### config.mk
export PLATFORM = sky130hd
export DESIGN_NAME = approx_mult_err_monitor_flat
export DESIGN_NICKNAME = d
export VERILOG_FILES = /design/src/rtl/approx_mult_err_monitor_if.sv /design/src/rtl/approx_mult_err_monitor.sv /design/src/flat_wrapper.sv
export SDC_FILE = /design/constraint.sdc
export NUM_CORES = 1
export LEC_CHECK = 0
export CAP_MARGIN = 40
export CORE_ASPECT_RATIO = 0.5
export CORE_MARGIN = 8
export CORE_UTILIZATION = 60
export CTS_CLUSTER_DIAMETER = 30
export CTS_CLUSTER_SIZE = 30
export DETAILED_ROUTE_END_ITERATION = 10
export GPL_ROUTABILITY_DRIVEN = 0
export GPL_TIMING_DRIVEN = 0
export MAX_ROUTING_LAYER = met4
export PLACE_DENSITY = 0.95
export SYNTH_ARGS = -nofsm -noshare
export SYNTH_HDL_FRONTEND = slang
export SYNTH_SLANG_ARGS = --single-unit
### constraint.sdc
create_clock -name clk -period 10.6 [get_ports clk]
set_input_delay 1.59 -clock clk [delete_from_list [all_inputs] [get_ports clk]]
set_output_delay 1.59 -clock clk [all_outputs]
set_load 0.005 [all_outputs]
### src/rtl/approx_mult_err_monitor_if.sv
// approx_mult_err_monitor_if: sample handshake (clear/in_valid/in_ready/a/b/approx) plus per-sample and running-statistics outputs
interface approx_mult_err_monitor_if #(
  parameter int ACC_W = 32,
  parameter int CNT_W = 16
);
  logic clear;
  logic in_valid;
  logic in_ready;
  logic [3:0] a;
  logic [3:0] b;
  logic [7:0] approx;
  logic sample_valid;
  logic [14:0] rel_err;
  logic [7:0] abs_err;
  logic [CNT_W-1:0] sample_count;
  logic [CNT_W-1:0] nonzero_count;
  logic [CNT_W-1:0] err_count;
  logic [ACC_W-1:0] total_rel_err;
  logic [7:0] max_abs_err;
  logic busy;
  modport master (
    output clear, in_valid, a, b, approx,
    input in_ready, sample_valid, rel_err, abs_err, sample_count, nonzero_count, err_count, total_rel_err, max_abs_err, busy
  );
  modport slave (
    input clear, in_valid, a, b, approx,
    output in_ready, sample_valid, rel_err, abs_err, sample_count, nonzero_count, err_count, total_rel_err, max_abs_err, busy
  );
endinterface

### src/rtl/approx_mult_err_monitor.sv
// approx_mult_err_monitor: per-sample |approx-a*b| and percent error via 15-cycle restoring divider, with saturating running statistics; ports clk, rst, bus (slave)
module approx_mult_err_monitor #(
  parameter int ACC_W = 32,
  parameter int CNT_W = 16
) (
  input logic clk,
  input logic rst,
  approx_mult_err_monitor_if.slave bus
);
  localparam logic [1:0] IDLE = 2'd0;
  localparam logic [1:0] CALC = 2'd1;
  localparam logic [1:0] DIV = 2'd2;
  localparam logic [1:0] ACC = 2'd3;
  logic [1:0] state_q, state_d;
  logic [3:0] a_q, a_d, b_q, b_d, cnt_q, cnt_d;
  logic [7:0] ap_q, ap_d, exact_q, exact_d, diff_q, diff_d, rem_q, rem_d;
  logic [7:0] abs_err_q, abs_err_d, max_q, max_d;
  logic [14:0] quo_q, quo_d, rel_err_q, rel_err_d;
  logic [CNT_W-1:0] scnt_q, scnt_d, nzcnt_q, nzcnt_d, ecnt_q, ecnt_d;
  logic [ACC_W-1:0] tot_q, tot_d;
  logic [ACC_W+15:0] tot_sum;
  logic [7:0] exact_c, abs_c;
  logic [8:0] trial, sub;
  logic ge, acc;
  function automatic logic [CNT_W-1:0] sat_inc(input logic [CNT_W-1:0] c, input logic en);
    return (en && !(&c)) ? c + CNT_W'(1) : c;
  endfunction
  always_comb begin
    acc = state_q == ACC;
    exact_c = {4'd0, a_q} * {4'd0, b_q};
    abs_c = ap_q >= exact_c ? ap_q - exact_c : exact_c - ap_q;
    trial = {rem_q, quo_q[14]};
    sub = trial - {1'b0, exact_q};
    ge = trial >= {1'b0, exact_q};
    tot_sum = (ACC_W+16)'(tot_q) + (ACC_W+16)'(rel_err_q);
    state_d = state_q == IDLE ? (bus.in_valid ? CALC : IDLE)
            : state_q == CALC ? (exact_c == 8'd0 ? ACC : DIV)
            : state_q == DIV ? (cnt_q == 4'd14 ? ACC : DIV) : IDLE;
    a_d = a_q;
    b_d = b_q;
    ap_d = ap_q;
    exact_d = exact_q;
    diff_d = diff_q;
    rem_d = rem_q;
    quo_d = quo_q;
    cnt_d = cnt_q;
    rel_err_d = rel_err_q;
    abs_err_d = abs_err_q;
    if (state_q == IDLE && bus.in_valid) begin
      a_d = bus.a;
      b_d = bus.b;
      ap_d = bus.approx;
    end
    if (state_q == CALC) begin
      exact_d = exact_c;
      diff_d = abs_c;
      rem_d = '0;
      quo_d = 15'(abs_c) * 15'd100;
      cnt_d = '0;
      if (exact_c == 8'd0) begin
        rel_err_d = '0;
        abs_err_d = abs_c;
      end
    end
    if (state_q == DIV) begin
      rem_d = ge ? sub[7:0] : trial[7:0];
      quo_d = {quo_q[13:0], ge};
      cnt_d = cnt_q + 4'd1;
      if (cnt_q == 4'd14) begin
        rel_err_d = {quo_q[13:0], ge};
        abs_err_d = diff_q;
      end
    end
    scnt_d = sat_inc(scnt_q, acc);
    nzcnt_d = sat_inc(nzcnt_q, acc && exact_q != 8'd0);
    ecnt_d = sat_inc(ecnt_q, acc && abs_err_q != 8'd0);
    tot_d = !acc ? tot_q : (|tot_sum[ACC_W+15:ACC_W]) ? '1 : tot_sum[ACC_W-1:0];
    max_d = (acc && abs_err_q > max_q) ? abs_err_q : max_q;
  end
  always_ff @(posedge clk) begin
    if (rst || bus.clear) begin
      state_q <= IDLE;
      a_q <= '0;
      b_q <= '0;
      ap_q <= '0;
      exact_q <= '0;
      diff_q <= '0;
      rem_q <= '0;
      quo_q <= '0;
      cnt_q <= '0;
      rel_err_q <= '0;
      abs_err_q <= '0;
      scnt_q <= '0;
      nzcnt_q <= '0;
      ecnt_q <= '0;
      tot_q <= '0;
      max_q <= '0;
    end else begin
      state_q <= state_d;
      a_q <= a_d;
      b_q <= b_d;
      ap_q <= ap_d;
      exact_q <= exact_d;
      diff_q <= diff_d;
      rem_q <= rem_d;
      quo_q <= quo_d;
      cnt_q <= cnt_d;
      rel_err_q <= rel_err_d;
      abs_err_q <= abs_err_d;
      scnt_q <= scnt_d;
      nzcnt_q <= nzcnt_d;
      ecnt_q <= ecnt_d;
      tot_q <= tot_d;
      max_q <= max_d;
    end
  end
  assign bus.in_ready = state_q == IDLE;
  assign bus.busy = state_q != IDLE;
  assign bus.sample_valid = acc && !bus.clear;
  assign bus.rel_err = rel_err_q;
  assign bus.abs_err = abs_err_q;
  assign bus.sample_count = scnt_q;
  assign bus.nonzero_count = nzcnt_q;
  assign bus.err_count = ecnt_q;
  assign bus.total_rel_err = tot_q;
  assign bus.max_abs_err = max_q;
endmodule

### src/flat_wrapper.sv
// flat-port wrapper written by rule: the top's interface ports become plain ports
module approx_mult_err_monitor_flat 
#(
  parameter int ACC_W = 32,
  parameter int CNT_W = 16
)
  (clk, rst, bus_clear, bus_in_valid, bus_a, bus_b, bus_approx, bus_in_ready, bus_sample_valid, bus_rel_err, bus_abs_err, bus_sample_count, bus_nonzero_count, bus_err_count, bus_total_rel_err, bus_max_abs_err, bus_busy);
  approx_mult_err_monitor_if #(.ACC_W(ACC_W), .CNT_W(CNT_W)) bus_i ();
  input logic clk;
  input logic rst;
  input wire logic [$bits(bus_i.clear)-1:0] bus_clear;
  input wire logic [$bits(bus_i.in_valid)-1:0] bus_in_valid;
  input wire logic [$bits(bus_i.a)-1:0] bus_a;
  input wire logic [$bits(bus_i.b)-1:0] bus_b;
  input wire logic [$bits(bus_i.approx)-1:0] bus_approx;
  output wire logic [$bits(bus_i.in_ready)-1:0] bus_in_ready;
  output wire logic [$bits(bus_i.sample_valid)-1:0] bus_sample_valid;
  output wire logic [$bits(bus_i.rel_err)-1:0] bus_rel_err;
  output wire logic [$bits(bus_i.abs_err)-1:0] bus_abs_err;
  output wire logic [$bits(bus_i.sample_count)-1:0] bus_sample_count;
  output wire logic [$bits(bus_i.nonzero_count)-1:0] bus_nonzero_count;
  output wire logic [$bits(bus_i.err_count)-1:0] bus_err_count;
  output wire logic [$bits(bus_i.total_rel_err)-1:0] bus_total_rel_err;
  output wire logic [$bits(bus_i.max_abs_err)-1:0] bus_max_abs_err;
  output wire logic [$bits(bus_i.busy)-1:0] bus_busy;
  assign bus_i.clear = bus_clear;
  assign bus_i.in_valid = bus_in_valid;
  assign bus_i.a = bus_a;
  assign bus_i.b = bus_b;
  assign bus_i.approx = bus_approx;
  assign bus_in_ready = bus_i.in_ready;
  assign bus_sample_valid = bus_i.sample_valid;
  assign bus_rel_err = bus_i.rel_err;
  assign bus_abs_err = bus_i.abs_err;
  assign bus_sample_count = bus_i.sample_count;
  assign bus_nonzero_count = bus_i.nonzero_count;
  assign bus_err_count = bus_i.err_count;
  assign bus_total_rel_err = bus_i.total_rel_err;
  assign bus_max_abs_err = bus_i.max_abs_err;
  assign bus_busy = bus_i.busy;
  approx_mult_err_monitor #(.ACC_W(ACC_W), .CNT_W(CNT_W)) u_core (.clk(clk), .rst(rst), .bus(bus_i));
endmodule
==> flow_summary_export.csv <==
group,metric,value,unit
timing,hold_viol,0,
setup_path,r2r_setup_slack,2.41,ns
cts,ctsHoldBuffers,0,
setup_path,cp.arrival,8.54,ns
synth,ys_async_sr_fraction,0,%
detailed_routing,routed_wirelength,29.0,mm
floorplanning,die_y,107,um
power_and_ir_drop,power.total,1500,uW
cts,insertion_delay,0.44,ns
global_route,grt_pass1_wl,46.3,mm
timing,whs,0.476,ns
power_and_ir_drop,peakVddDrop,0.102,mV
setup_path,critPathSlowestCell,"fa_1",
timing,finalSetupViolCount,0,
hold_path,worstHoldStart,"u_core.ap_q[4]$_SDFFE_PP0P_",
floorplanning,design.portCount,134,
power_and_ir_drop,power_density,122,mW/mm2
timing,slew_viol_final,0,
timing,clock_skew,0.0121,ns
synth,synth-edff-count,0,
hold_path,min_to,"u_core.ap_q[4]$_SDFFE_PP0P_",
placement,port_buffers,133,
power_and_ir_drop,p_leak,0.00476,uW
setup_path,endpoint_kind,"flip-flop",
timing,period_share,77.3,%
hold_path,hold_path.class,"flip-flop to flip-flop",
hold_path,whs_path_depth,2,
synth,ys.flop_type,"dfxtp_1",
cts,clockRootBuffer,"clkbuf_16",
setup_path,rr_startpoint,"u_core.b_q[3]$_SDFFE_PP0P_",
setup_path,critical_path_required,10.95,ns
global_route,gr-total-overflow,0,
setup_path,crit_top_cell,"inv_1",
synth,synth_top_cell_by_area,"dfxtp_1",
floorplanning,core-area,0.0164,mm2
placement,post-dp-hpwl,21.4,mm
global_route,grt_util_met3,5.62,%
detailed_routing,first_pass_iters,8,
setup_path,slowest_delay,0.55,ns
finish,fill_cells,1099,
cts,ctsResizeCount,0,
finish,final_nets,1484,
detailed_routing,viasPerCell,6.12,
global_route,grt_start_max_net_pins,17,
cts,cts_num_sinks,172,
detailed_routing,routedWlPerCell,18.2,um
global_route,grt_use_met2,45.8,%
cts,clk_pin_slew,0.07,ns
cts,cts_buffer_depth,2,
synth,ys_ff_latch,172,
detailed_routing,vias,9776,
synth,syn_area,0.0100,mm2
timing,finalSetupTns,0,ns
synth,synth_cell_types,57,
finish,multiInputGateArea,0.00613,mm2
synth,avgSynthCellArea,8.34,um2
floorplanning,initial_core_util,61.2,%
synth,netlist_instances,1203,
timing,worst_pin_slew,0.985,ns
global_route,track_usage,27.3,%
setup_path,rr_worst_depth,31,
cts,cts_tree,"built",
timing,rsz0062_at_grt,"no",
global_route,grt_pass1_vias,9506,
run_status,outcome,"finished clean",
timing,finalCriticalPeriod,8.19,ns
synth,synth.yosys.seq_area_share,34.3,%
global_route,antenna_found_initial,0,
finish,num_antenna_cells,0,
timing,fmax,0.122,GHz
synth,synth_area_leaders,"dfxtp_1, ha_1, nand2_1",
setup_path,critical_path.max_fanout,10,
run,drv_cap,0,
cts,h-tree-depth,4,
floorplanning,core.rowCount,33,
detailed_routing,drc,0,
cts,post_cts_buffers,0,
cts,cts_made_buffers,17,
synth,yosys_warnings,0,
setup_path,path_class,"flip-flop to flip-flop",
global_route,busiest_layer,"met2",
timing,slew_headroom,34.3,%
detailed_routing,ant_nets,0,
setup_path,start_kind,"flip-flop",
finish,drive_gt1_share,3.72,%
finish,area_growth,22.1,%
synth,synth_top_cell_area_share,34.3,%
setup_path,regToRegEndpoint,"u_core.quo_q[13]$_SDFFE_PP0P_",
floorplanning,die_area,0.0214,mm2
synth,syn_nets,1330,
global_route,grt_use_met1,31.5,%
detailed_routing,drtIter0Drc,1133,
finish,seqCellArea,0.00344,mm2
floorplanning,die_w,199,um
area by class of cell:
class	count	share of cell area (%)
Buffer	52	1.67
Clock buffer	21	3.76
Clock inverter	11	1.10
Inverter	70	2.14
Multi-Input combinational cell	909	50.0
Sequential cell	172	28.1
Tap cell	227	2.32
Timing Repair Buffer	135	10.9
power breakdown:
part	switching (uW)	internal [uW]
sequential	4.08	650
clock	278	363
combinational	126	76.2
Yosys cell counts (all sizes together), types with 3 or more instances:
library cell and count:
nand2 132, or2 3, mux2i 39, o211ai 11, a211o 3, o31ai 3, a21oi 94, a21o 14
and2 16, o22ai 12, xnor2 35, nor2b 9, o21a 6, nor3 16, or4 7, inv 70
a211oi 10, or3 4, a31oi 15, and3 11, nand2b 11, nor4 3, clkbuf 46, nor2 117
and4 14, nand4 29, a311oi 3, o21ai 59, fa 11, buf 6, ha 96, xor2 49
dfxtp 172, nand3 50
cell usage in the layout (no fill, tap or decap), types with 12 or more instances in the layout:
cell type	synthesis	final
mux2i_1	39	39
dfxtp_1	172	172
o22ai_1	12	12
o21ai_0	56	56
xor2_1	49	49
nor3_1	16	16
nor2_1	117	117
a31oi_1	15	15
ha_1	96	96
and4_1	14	14
xnor2_1	35	35
clkdlybuf4s50_1	0	133
nand4_1	29	29
nand3_1	50	50
clkbuf_16	0	17
and2_1	16	16
nand2_1	132	132
a21oi_1	92	92
a21o_1	14	14
clkbuf_1	46	48
inv_1	70	70
metal layers:
layer | part of all wire, % | routed length, um | up-vias
li1 | - | - | 4520
met1 | 39 | 11400 | 4571
met2 | 47 | 13800 | 565
met3 | 9.9 | 2870 | 120
met4 | 3.6 | 1050 | 0
met5 | 0 | 0 | -
worst max path at each step:
stage | start | to | cells past startpoint
3_5_place_dp | u_core.b_q[3]$_SDFFE_PP0P_ | u_core.quo_q[14]$_SDFFE_PP0P_ | 32
4_1_cts | u_core.b_q[3]$_SDFFE_PP0P_ | u_core.quo_q[14]$_SDFFE_PP0P_ | 32
2_1_floorplan | u_core.a_q[0]$_SDFFE_PP0P_ | u_core.quo_q[14]$_SDFFE_PP0P_ | 32
3_3_place_gp | u_core.b_q[3]$_SDFFE_PP0P_ | u_core.quo_q[14]$_SDFFE_PP0P_ | 32
5_1_grt | u_core.b_q[3]$_SDFFE_PP0P_ | u_core.quo_q[14]$_SDFFE_PP0P_ | 32
6_report | u_core.b_q[3]$_SDFFE_PP0P_ | u_core.quo_q[13]$_SDFFE_PP0P_ | 31
flip-flops by register name (all words and copies together), names as in the netlist, 15 cells and up:
register / flops
u_core.quo_q: 15
u_core.bus.total_rel_err: 32
u_core.bus.rel_err: 15
u_core.bus.sample_count: 16
u_core.bus.nonzero_count: 16
u_core.bus.err_count: 16
critical path, delay by kind of cell (launching register included):
kind | cells | cell delay (ns)
AO/OA/AOI/OAI | 8 | 1.68
XOR/XNOR | 3 | 1.20
adder cells (fa/ha/maj) | 8 | 3.36
buffers and inverters | 6 | 0.80
flip-flops | 1 | 0.39
AND/OR/NAND/NOR | 6 | 0.65
through the flow:
step                      cells  cell area [um2]  setup WS, ns  util (%)
final                      1597            12300          2.41      74.8
after global routing       1597            12300          1.85      74.8
after CTS                  1595            12200          2.47      74.7
after detailed placement   1563            11700          2.61      71.1
after global placement     1563            11700          2.79      71.1
after floorplan            1203            10000          3.72         -
logic make-up (layout without fill, tap and decap cells):
| logic type | count (synthesis) | in the layout | share of synthesized area (%) |
|---|---|---|---|
| xor gates and xnor gates | 84 | 84 | 7.33 |
| and+or+nand+nor | 426 | 426 | 20.0 |
| AOI/OAI and AO/OA | 253 | 253 | 15.6 |
| buffers and inverters | 122 | 289 | 4.66 |
| adders and majority gates | 107 | 107 | 14.2 |
| DFF | 172 | 172 | 34.3 |
| muxes | 39 | 39 | 3.89 |
Power figures use the tool's default switching activity.
